**src/rtl/tm1638_sio_sequencer_if.sv**
```systemverilog
// Request/response channel between the TM1638 refresh logic and the sio sequencer.
interface tm1638_sio_sequencer_if;
   logic       req_valid;
   logic       req_ready;
   logic [7:0] req_byte;
   logic       req_read;
   logic       req_last;
   logic       rsp_valid;
   logic [7:0] rsp_byte;

   modport master (
      output req_valid, req_byte, req_read, req_last,
      input  req_ready, rsp_valid, rsp_byte
   );

   modport slave (
      input  req_valid, req_byte, req_read, req_last,
      output req_ready, rsp_valid, rsp_byte
   );
endinterface

```
**src/rtl/tm1638_sio_sequencer.sv**
```systemverilog
// TM1638 3-wire bus sequencer: frames request bytes under strobe, shifts LSB-first, reads key bytes.
// Optional busy/frame_count status logic is built only with TM1638_SIO_SEQUENCER_STATUS_EN defined.
module tm1638_sio_sequencer #(
   parameter int clk_mhz     = 50,
   parameter int sio_khz     = 500,
   parameter int turn_cycles = 2 * clk_mhz
) (
   input  logic                         clk,
   input  logic                         rst,
   tm1638_sio_sequencer_if.slave        bus,
   output logic                         sio_clk,
   output logic                         sio_stb,
   output logic                         sio_data_out,
   output logic                         sio_data_oe,
   input  logic                         sio_data_in,
   output logic                         busy,
   output logic [15:0]                  frame_count
);
   localparam int HP_RAW  = (clk_mhz * 1000) / (2 * sio_khz);
   localparam int HP      = (HP_RAW < 1) ? 1 : HP_RAW;
   localparam int TURN    = (turn_cycles < 1) ? 1 : turn_cycles;
   localparam int CNT_MAX = (HP > TURN) ? HP : TURN;
   localparam int CNT_W   = $clog2(CNT_MAX + 1);
   localparam logic [CNT_W-1:0] HP_LAST   = CNT_W'(HP - 1);
   localparam logic [CNT_W-1:0] TURN_LAST = CNT_W'(TURN - 1);

   typedef enum logic [2:0] {
      S_IDLE, S_SETUP, S_TURN, S_LOW, S_HIGH, S_GAP, S_HOLD, S_RECOVER
   } state_t;

   state_t           state_q, state_d;
   logic [CNT_W-1:0] cnt_q, cnt_d;
   logic [2:0]       bit_q, bit_d;
   logic             rd_q, rd_d;
   logic             last_q, last_d;
   logic [7:0]       byte_q, byte_d;
   logic [7:0]       rx_q, rx_d;
   logic             clk_q, clk_d;
   logic             stb_q, stb_d;
   logic             dout_q, dout_d;
   logic             oe_q, oe_d;
   logic             ready_q, ready_d;
   logic             rsp_valid_q, rsp_valid_d;
   logic [7:0]       rsp_byte_q, rsp_byte_d;

   logic hs, hp_done, turn_done;
   assign hs        = bus.req_valid && ready_q;
   assign hp_done   = (cnt_q == HP_LAST);
   assign turn_done = (cnt_q == TURN_LAST);

   always_comb begin
      state_d     = state_q;
      cnt_d       = cnt_q + CNT_W'(1);
      bit_d       = bit_q;
      rd_d        = rd_q;
      last_d      = last_q;
      byte_d      = byte_q;
      rx_d        = rx_q;
      clk_d       = clk_q;
      stb_d       = stb_q;
      dout_d      = dout_q;
      oe_d        = oe_q;
      rsp_valid_d = 1'b0;
      rsp_byte_d  = rsp_byte_q;

      case (state_q)
         S_IDLE: begin
            cnt_d = '0;
            if (hs) begin
               byte_d  = bus.req_byte;
               rd_d    = bus.req_read;
               last_d  = bus.req_last;
               bit_d   = '0;
               stb_d   = 1'b0;
               state_d = S_SETUP;
            end
         end
         S_SETUP: begin
            if (hp_done) begin
               if (rd_q) begin
                  state_d = S_TURN;
                  oe_d    = 1'b0;
               end else begin
                  state_d = S_LOW;
                  clk_d   = 1'b0;
                  dout_d  = byte_q[0];
                  oe_d    = 1'b1;
               end
            end
         end
         S_TURN: begin
            if (turn_done) begin
               state_d = S_LOW;
               clk_d   = 1'b0;
               oe_d    = 1'b0;
            end
         end
         S_LOW: begin
            if (hp_done) begin
               state_d = S_HIGH;
               clk_d   = 1'b1;
            end
         end
         S_HIGH: begin
            // The device has held its bit since our falling edge; capture it as clk rises.
            if (rd_q && (cnt_q == '0)) rx_d[bit_q] = sio_data_in;
            if (hp_done) begin
               if (bit_q == 3'd7) begin
                  if (rd_q) begin
                     rsp_valid_d = 1'b1;
                     rsp_byte_d  = rx_d;
                  end
                  state_d = last_q ? S_HOLD : S_GAP;
               end else begin
                  bit_d   = bit_q + 3'd1;
                  state_d = S_LOW;
                  clk_d   = 1'b0;
                  if (!rd_q) dout_d = byte_q[bit_d];
               end
            end
         end
         S_GAP: begin
            cnt_d = '0;
            if (hs) begin
               byte_d = bus.req_byte;
               rd_d   = bus.req_read;
               last_d = bus.req_last;
               bit_d  = '0;
               // Only a write-to-read change needs the bus released for the device.
               if (bus.req_read && !rd_q) begin
                  state_d = S_TURN;
                  oe_d    = 1'b0;
               end else begin
                  state_d = S_LOW;
                  clk_d   = 1'b0;
                  if (bus.req_read) begin
                     oe_d = 1'b0;
                  end else begin
                     oe_d   = 1'b1;
                     dout_d = bus.req_byte[0];
                  end
               end
            end
         end
         S_HOLD: begin
            if (hp_done) begin
               state_d = S_RECOVER;
               stb_d   = 1'b1;
               oe_d    = 1'b0;
               dout_d  = 1'b1;
            end
         end
         S_RECOVER: begin
            if (hp_done) state_d = S_IDLE;
         end
         default: state_d = S_IDLE;
      endcase

      if (state_d != state_q) cnt_d = '0;
      ready_d = (state_d == S_IDLE) || (state_d == S_GAP);
   end

   always_ff @(posedge clk) begin
      if (rst) begin
         state_q     <= S_IDLE;
         cnt_q       <= '0;
         bit_q       <= '0;
         rd_q        <= 1'b0;
         last_q      <= 1'b0;
         clk_q       <= 1'b1;
         stb_q       <= 1'b1;
         dout_q      <= 1'b1;
         oe_q        <= 1'b0;
         ready_q     <= 1'b0;
         rsp_valid_q <= 1'b0;
         rsp_byte_q  <= '0;
      end else begin
         state_q     <= state_d;
         cnt_q       <= cnt_d;
         bit_q       <= bit_d;
         rd_q        <= rd_d;
         last_q      <= last_d;
         clk_q       <= clk_d;
         stb_q       <= stb_d;
         dout_q      <= dout_d;
         oe_q        <= oe_d;
         ready_q     <= ready_d;
         rsp_valid_q <= rsp_valid_d;
         rsp_byte_q  <= rsp_byte_d;
      end
   end

   always_ff @(posedge clk) begin
      byte_q <= byte_d;
      rx_q   <= rx_d;
   end

   assign bus.req_ready = ready_q;
   assign bus.rsp_valid = rsp_valid_q;
   assign bus.rsp_byte  = rsp_byte_q;
   assign sio_clk       = clk_q;
   assign sio_stb       = stb_q;
   assign sio_data_out  = dout_q;
   assign sio_data_oe   = oe_q;

`ifdef TM1638_SIO_SEQUENCER_STATUS_EN
   logic [15:0] fc_q;

   always_ff @(posedge clk) begin
      if (rst) begin
         fc_q <= '0;
      end else if (!stb_q && stb_d) begin
         fc_q <= fc_q + 16'd1;
      end
   end

   assign busy        = !stb_q || (state_q == S_RECOVER);
   assign frame_count = fc_q;
`else
   assign busy        = 1'b0;
   assign frame_count = '0;
`endif
endmodule

```
**src/flat_wrapper.sv**
```systemverilog
// flat-port wrapper written by rule: the top's interface ports become plain ports
module tm1638_sio_sequencer_flat 
#(
   parameter int clk_mhz     = 50,
   parameter int sio_khz     = 500,
   parameter int turn_cycles = 2 * clk_mhz
)
  (clk, rst, sio_clk, sio_stb, sio_data_out, sio_data_oe, sio_data_in, busy, frame_count, bus_req_valid, bus_req_byte, bus_req_read, bus_req_last, bus_req_ready, bus_rsp_valid, bus_rsp_byte);
  tm1638_sio_sequencer_if bus_i ();
  input  logic clk;
  input  logic rst;
  output logic sio_clk;
  output logic sio_stb;
  output logic sio_data_out;
  output logic sio_data_oe;
  input  logic sio_data_in;
  output logic busy;
  output logic [15:0] frame_count;
  input wire logic [$bits(bus_i.req_valid)-1:0] bus_req_valid;
  input wire logic [$bits(bus_i.req_byte)-1:0] bus_req_byte;
  input wire logic [$bits(bus_i.req_read)-1:0] bus_req_read;
  input wire logic [$bits(bus_i.req_last)-1:0] bus_req_last;
  output wire logic [$bits(bus_i.req_ready)-1:0] bus_req_ready;
  output wire logic [$bits(bus_i.rsp_valid)-1:0] bus_rsp_valid;
  output wire logic [$bits(bus_i.rsp_byte)-1:0] bus_rsp_byte;
  assign bus_i.req_valid = bus_req_valid;
  assign bus_i.req_byte = bus_req_byte;
  assign bus_i.req_read = bus_req_read;
  assign bus_i.req_last = bus_req_last;
  assign bus_req_ready = bus_i.req_ready;
  assign bus_rsp_valid = bus_i.rsp_valid;
  assign bus_rsp_byte = bus_i.rsp_byte;
  tm1638_sio_sequencer #(.clk_mhz(clk_mhz), .sio_khz(sio_khz), .turn_cycles(turn_cycles)) u_core (.clk(clk), .rst(rst), .bus(bus_i), .sio_clk(sio_clk), .sio_stb(sio_stb), .sio_data_out(sio_data_out), .sio_data_oe(sio_data_oe), .sio_data_in(sio_data_in), .busy(busy), .frame_count(frame_count));
endmodule
```
**config.mk**
```make
export PLATFORM = sky130hd
export DESIGN_NAME = tm1638_sio_sequencer_flat
export DESIGN_NICKNAME = d
export VERILOG_FILES = /design/src/rtl/tm1638_sio_sequencer_if.sv /design/src/rtl/tm1638_sio_sequencer.sv /design/src/flat_wrapper.sv
export SDC_FILE = /design/constraint.sdc
export NUM_CORES = 1
export LEC_CHECK = 0
export BUFFER_PORTS_ARGS = -buffer_cell sky130_fd_sc_hd__buf_2
export CAP_MARGIN = 5
export CORE_ASPECT_RATIO = 0.8
export CORE_MARGIN = 2
export CORE_UTILIZATION = 38
export DETAILED_ROUTE_END_ITERATION = 7
export GPL_TIMING_DRIVEN = 0
export PLACE_DENSITY = 0.55
export SYNTH_ARGS = -nofsm -noshare
export SYNTH_HDL_FRONTEND = slang
export SYNTH_SLANG_ARGS = --single-unit
```
**constraint.sdc**
```tcl
create_clock -name clk -period 3.5 [get_ports clk]
set_input_delay 0.175 -clock clk [delete_from_list [all_inputs] [get_ports clk]]
set_output_delay 0.175 -clock clk [all_outputs]
set_load 0.01 [all_outputs]
```
==> metrics.csv, run 1 <==
stage;metric;value;unit
status;outcome;complete, no violations;
clock_network;cts_tree;built;
global_routing;antenna_found_initial;0;
yosys;ys_top_cells_by_area;dfxtp_1 22%, edfxtp_1 18%, nor2_1 5.0%;
worst_setup_path;required;3740;ps
yosys;arithmetic_cell_share_of_the_synthesized_area_counting_full_adders_half_adders_and_majority_gates;4.660;%
drt;first_iter_violations;156;
worst_setup_path;crit_path_end_kind;flop;
worst_setup_path;slowest_stage;a2111oi_1;
timing;grt_setup_unrepaired;false;
timing;worst_slew_pin_slew;1036;ps
drt;routed-via-count;2160;
hold_path;min_to;u_core.byte_q[3];
finish;stdcell_area;3099;µm²
global_routing;grt.overflow.total;0;
worst_setup_path;worstPathBufferInverterCount;2;
drt;avgRoutedWirePerCell;14.49;µm
worst_setup_path;critPathMaxStageDelay;710;ps
floorplanning;placementRows;27;
clock_network;cts_inserted_buffers;5;
timing;final_max_slew_viol_count;0;
worst_setup_path;worstReg2RegEnd;u_core.cnt_q[5];
global_routing;grt_pass1_wl;10.09;mm
floorplanning;floorplan.initialDensity;39.15;%
worst_setup_path;timing.setup.critical_path_class;reg -> reg;
yosys;synth.cells.most_frequent;36 x nor2_1, 29 x dfxtp_1, 20 x nand2_1;
floorplanning;core-area;6858;µm²
yosys;number_of_instances_in_the_synthesized_netlist;283;
worst_setup_path;critical_path.top_delay_family;compound AO/OA/AOI/OAI gates;
yosys;post_synth_xor_xnor_area;2.283;%
job;cap_violations;0;
yosys;yosysTopAreaCell;dfxtp_1;
finish;layout-drive-gt1-share;23.05;%
power_and_ir_drop;report.power.total;1.688;mW
placed_design;portBuffers;27;
finish;area_overhead_of_the_layout_relative_to_synthesis;15.42;%
yosys;yosys.cell_count.top_type;nor2_1;
clock_network;clock_tree.htree_level_count;2;
timing;clock_skew;9.242;ps
clock_network;clk_path_buf_depth;2;
worst_setup_path;critical_path_cell_list;inv_1, ha_1, clkbuf_1, a2111oi_1, nand2_1, nand2_1, o32a_1, o2111ai_2, nor2_1;
drt;drcViolationCount;0;
worst_setup_path;worst-r2r-cell-count;9;
timing;setup-violations-final;0;
hold_path;worst_hold_path.num_cells;1;
worst_setup_path;cp-startpoint;u_core.state_q[0];
yosys;syn-cell-area;2685;µm²
global_routing;via_count_of_the_first_global_routing_pass;1974;
floorplanning;i_o_pins;45;
yosys;synth_top_family_by_area;simple AND/OR/NAND/NOR gates;
power_and_ir_drop;worst_ir_drop_vdd;293.9;µV
yosys;yosys_register_bits;45;
clock_network;cts.repair.resized;0;
power_and_ir_drop;leakagePower;1.290;nW
drt;vias_per_cell;5.131;
timing;max_clock_freq;0.3506;GHz
clock_network;path_clk_slew;90;ps
yosys;synth-edff-count;16;
timing;hold_viol;0;
timing;worst_slew_margin_relative_to_its_limit;30.96;%
placed_design;globalplace.congestion;0.8573;
floorplanning;area_of_the_die;7759;µm²
yosys;yosysSeqAreaShare;39.52;%
worst_setup_path;cell_with_the_most_instances_on_the_worst_path;nand2_1;
worst_setup_path;timing.critical_path.from_type;flop;
clock_network;clkLatencyLatePin;310;ps
global_routing;grt_resource_usage_total;16.42;%
yosys;synth_compound_gate_area_share;15.94;%
yosys;synthMuxAreaShare;10.30;%
placed_design;postPlaceCellArea;2989;µm²
worst_setup_path;regToRegSetupSlack;650;ps
placed_design;dp.final_hpwl;4.511;mm
yosys;ys_async_sr_fraction;0;%
yosys;synth_top_flop_cell;dfxtp_1;
clock_network;clkSinkCount;45;
yosys;synth_largest_type_area_fraction;21.62;%
finish;antenna-diode-count;0;
yosys;yosysWarningCount;0;
drt;totalWireLength;6.102;mm
timing;fin_setup_tns;0;ps
finish;numnets_final;357;
yosys;simple_gate_share_of_the_synthesized_area;18.45;%
yosys;yosys.cell_types.count;64;
hold_path;worstHoldStart;bus_req_byte[3];
hold_path;timing.hold.worst.class;in -> reg;
floorplanning;vertical_extent_of_the_die;79.19;µm
timing;post-route-min-period;2853;ps
worst_setup_path;critPathMaxFanout;10;
clock_network;holdBufCountCts;0;
yosys;syn_area_cell;9.488;µm²
drt;detail_route_antenna_nets;0;
clock_network;cts-root-buf;clkbuf_8;
worst_setup_path;arrival;3090;ps
drt;dr.pass1.iters;4;
timing;fin_crit_sh;81.50;%
clock_network;setup_repair_bufs_after_cts;0;
floorplanning;floorplan.die.width;97.98;µm
worst_setup_path;crit-reg2reg-launch;u_core.state_q[0];
power_and_ir_drop;power-per-cell-area;544.5;nW/µm²
global_routing;maximum_number_of_pins_on_one_net_before_global_route_repair;15;
metal layers:
layer | track usage, % | up-vias | part of all wire [%]
li1 | - | 1097 | -
met1 | 24.15 | 996 | 52
met2 | 23.97 | 61 | 41
met3 | 3.433 | 6 | 5.5
met4 | 5.278 | 0 | 1.3
met5 | 0 | - | 0
through the flow:
| stage | hold slack (ps) | std cells | utilization (%) | worst slack, ps |
|---|---|---|---|---|
| 2_1_floorplan | 273.9 | 299 | - | 1273 |
| 3_3_place_gp | 351.8 | 413 | 43.59 | 661.1 |
| 3_5_place_dp | 353.1 | 413 | 43.59 | 718.7 |
| 4_1_cts | 37.84 | 421 | 45.19 | 696.4 |
| 5_1_grt | 24.37 | 421 | 45.19 | 396.8 |
| 6_report | 41.97 | 421 | 45.19 | 647.4 |
cell type report:
| class | count | area, µm² |
|---|---|---|
| fill | 692 | 3759 |
| multi-input combinational | 212 | 1450 |
| sequential | 45 | 1061 |
| buffer | 32 | 196.4 |
| timing repair buffer | 27 | 135.1 |
| tap | 87 | 108.9 |
| clock buffer | 5 | 68.82 |
| clock inverter | 3 | 41.29 |
| inverter | 10 | 37.54 |
worst max path at each step:
stage	endpoint	depth (start not counted)	slack [ps]
6_report	u_core.cnt_q[5]	9	650
5_1_grt	u_core.cnt_q[1]	9	400
4_1_cts	u_core.cnt_q[5]	9	700
3_5_place_dp	u_core.cnt_q[5]	9	720
3_3_place_gp	u_core.cnt_q[4]	9	660
2_1_floorplan	u_core.bus.req_ready	9	1270
worst reg2reg max path, cell delays in order, from the launching register on:
cell,delay (ps)
dfxtp_1,570
inv_1,200
ha_1,280
clkbuf_1,240
a2111oi_1,710
nand2_1,120
nand2_1,100
o32a_1,180
o2111ai_2,230
nor2_1,160
power by group:
| part | internal (mW) | switching (mW) |
|---|---|---|
| clock | 0.210 | 0.189 |
| sequential | 0.595 | 0.0456 |
| combinational | 0.262 | 0.385 |
| total | 1.07 | 0.620 |
cell usage in the layout (no fill, tap or decap), drive strengths merged, types with 3 or more instances in the layout:
cell type and n:
o21ai 8, a31oi 4, a21oi 10, nor2 36, edfxtp 16, ha 10
nor3 5, inv 10, buf 49, nand4 4, dfxtp 29, mux2 9
a22oi 3, o211a 3, clkbuf 15, mux2i 13, nand2 21, conb 17
nand3 12, xnor2 6, nand2b 5
logic make-up after synthesis:
family                     count (synthesis)
xor gates and xnor gates                   7
and+or+nand+nor                          100
buffers and inverters                     42
other                                      1
adders and majority gates                 10
DFF                                       45
muxes                                     24
AOI/OAI and AO/OA                         54
registers in the layout (all words and copies together), names as in the netlist, 3 cells and up:
register and flops:
u_core.byte_q 8, u_core.bus.rsp_byte 8, u_core.bit_q 3, u_core.cnt_q 7, u_core.rx_q 8, u_core.state_q 3
(Power assumes the default switching activity.)
==> run 2: changes to the inputs <==
PLACE_DENSITY = 0.57   (was 0.55)
clock period = 2.3 ns   (was 3.5 ns; I/O delays follow)
==> metrics.csv, run 2 (same netlist as run 1, synthesis figures left out) <==
stage;metric;value;unit
finish;numnets_final;368;
placed_design;portBuffers;27;
power_and_ir_drop;leakagePower;1.353;nW
worst_setup_path;slowest_stage;a2111o_1;
clock_network;cts_inserted_buffers;5;
timing;clock_skew;3.095;ps
job;cap_violations;0;
finish;antenna-diode-count;0;
global_routing;met2_capacity_usage_during_global_routing;26.51;%
power_and_ir_drop;power.combinational.fraction;41.8;%
clock_network;clk_path_buf_depth;2;
timing;fin_crit_sh;96.70;%
clock_network;cts_tree;built;
finish;layout-drive-gt1-share;28.41;%
drt;first_iter_violations;92;
power_and_ir_drop;share_seq_of_total_power;36.0;%
power_and_ir_drop;net-switching-power;1.004;mW
worst_setup_path;worstReg2RegEnd;u_core.bus.req_ready;
placed_design;dp.final_hpwl;4.567;mm
hold_path;min_to;u_core.last_q;
worst_setup_path;critPathMaxStageDelay;430;ps
floorplanning;floorplan.die.width;97.98;µm
drt;routed-via-count;2219;
worst_setup_path;timing.setup.critical_path_class;reg -> reg;
clock_network;cts-root-buf;clkbuf_8;
worst_setup_path;crit-reg2reg-launch;u_core.state_q[1];
worst_setup_path;critPathMaxFanout;10;
timing;worst_slew_margin_relative_to_its_limit;57.35;%
floorplanning;placementRows;27;
timing;finalWorstSetupSlack;75.91;ps
clock_network;clkLatencyLatePin;300;ps
clock_network;clkSinkCount;45;
floorplanning;core-area;6858;µm²
hold_path;worstHoldStart;bus_req_last;
placed_design;globalplace.congestion;0.8910;
hold_path;timing.hold.worst.class;in -> reg;
floorplanning;i_o_pins;45;
finish;final_cell_count_without_fillers;432;
placed_design;pre_cts_slack;-467.8;ps
timing;worst_slew_pin_slew;639.7;ps
placed_design;dp.cells;413;
power_and_ir_drop;power-per-cell-area;824.1;nW/µm²
clock_network;path_clk_slew;90;ps
timing;hold_viol;0;
finish;area_overhead_of_the_layout_relative_to_synthesis;22.88;%
timing;max_clock_freq;0.4496;GHz
drt;drcViolationCount;0;
global_routing;grt_resource_usage_total;17.02;%
finish;final_core_util;48.11;%
timing;setup-violations-final;0;
global_routing;antenna_found_initial;0;
power_and_ir_drop;report.power.total;2.719;mW
worst_setup_path;regToRegSetupSlack;80;ps
finish;most-common-layout-cells;35 x nor2_1, 30 x buf_2, 27 x dfxtp_1, 23 x buf_4, 18 x nand2_1;
worst_setup_path;required;2500;ps
worst_setup_path;arrival;2430;ps
floorplanning;area_of_the_die;7759;µm²
timing;grt_setup_unrepaired;true;
clock_network;clock_tree.htree_level_count;2;
finish;multi_input_combinational_cell_area;1521;µm²
worst_setup_path;critical_path_cell_list;inv_2, ha_1, buf_4, a2111o_1, o31a_1, a32oi_1, o22ai_1, xnor2_1, and3b_1;
drt;totalWireLength;6.284;mm
worst_setup_path;timing.critical_path.from_type;flop;
drt;dr.pass1.iters;4;
worst_setup_path;crit_path_end_kind;flop;
global_routing;via_count_of_the_first_global_routing_pass;2149;
global_routing;grt-busiest-layer;met2;
global_routing;grtUsageMet1;23.73;%
drt;vias_per_cell;5.137;
timing;post-route-min-period;2224;ps
global_routing;global_route.usage.met3;3.961;%
status;outcome;complete, no violations;
worst_setup_path;worstPathBufferInverterCount;2;
floorplanning;vertical_extent_of_the_die;79.19;µm
power_and_ir_drop;relative_contribution_of_the_clock_network_to_total_power;22.2;%
global_routing;maximum_number_of_pins_on_one_net_before_global_route_repair;15;
finish;n_fill_cell;689;
drt;detail_route_antenna_nets;0;
global_routing;grt_pass1_wl;10.53;mm
drt;avgRoutedWirePerCell;14.55;µm
global_routing;grt.overflow.total;0;
power_and_ir_drop;p_sw_share;36.92;%
power_and_ir_drop;worst_ir_drop_vdd;427.0;µV
hold_path;worst_hold_path.num_cells;3;
timing;final_max_slew_viol_count;0;
worst_setup_path;critical_path.top_delay_family;compound AO/OA/AOI/OAI gates;
finish;sequential_cell_area;1069;µm²
power_and_ir_drop;internal_power;1.715;mW
floorplanning;floorplan.initialDensity;39.15;%
finish;mostFrequentLayoutCell;nor2_1;
worst_setup_path;worst-r2r-cell-count;9;
==> run 2: stage by stage <==
stage               area [µm²]  setup TNS, ps  hold WS, ps
finish                    3299              0        63.36
global route              3299         -108.2        105.4
CTS                       3253              0        64.19
detailed placement        2989          -6444        293.1
global placement          2989          -7805        293.1
floorplan                 2745              0        213.9
==> run 2: routing by layer <==
metal	up-vias	wire length [µm]
li1	1118	-
met5	-	0
met2	57	2805
met4	0	68
met1	1035	3103
met3	9	306
==> run 2: cell type report <==
cell class	count	share of cell area (%)
clock buffers	5	2.086
plain buffers	30	5.954
well taps	87	3.299
flip-flops and latches	45	32.39
repair buffers	40	7.660
clock inverters	3	1.251
inverters	10	1.251
multi-input cells	212	46.11
==> run 2: tightest hold or removal path: cells and delay by family <==
family / cells / cell delay [ps]
buffers and inverters: 1 / 90
AND/OR/NAND/NOR: 1 / 80
AO/OA/AOI/OAI: 1 / 50
==> run 2: how the worst max path moves through the flow <==
stage                                 start                    to  cells after the start  slack (ps)
after CTS                 u_core.state_q[1]  u_core.bus.req_ready                      9        0.01
final                     u_core.state_q[1]  u_core.bus.req_ready                      9          80
after global placement    u_core.state_q[0]       u_core.cnt_q[4]                      9        -540
after floorplan           u_core.state_q[0]  u_core.bus.req_ready                      9          70
after detailed placement  u_core.state_q[0]       u_core.cnt_q[0]                      9        -470
after global routing      u_core.state_q[1]       u_core.cnt_q[4]                      9         -20
==> run 2: power by group through the flow <==
stage,Sequential (mW),Combinational [mW],Clock (mW)
after global routing,0.989,1.26,0.652
final,0.979,1.14,0.603
after detailed placement,0.998,0.965,0
after global placement,0.995,0.969,0
after floorplan,0.990,0.731,0
after CTS,0.983,1.07,0.619
==> run 2: what timing repair did <==
item                       CTS  global route
buffers inserted             3             2
hold endpoints to repair     8             0
setup endpoints to repair   31            14
pin swaps                    2             2
hold buffers                 8             0
resized for setup           13            12
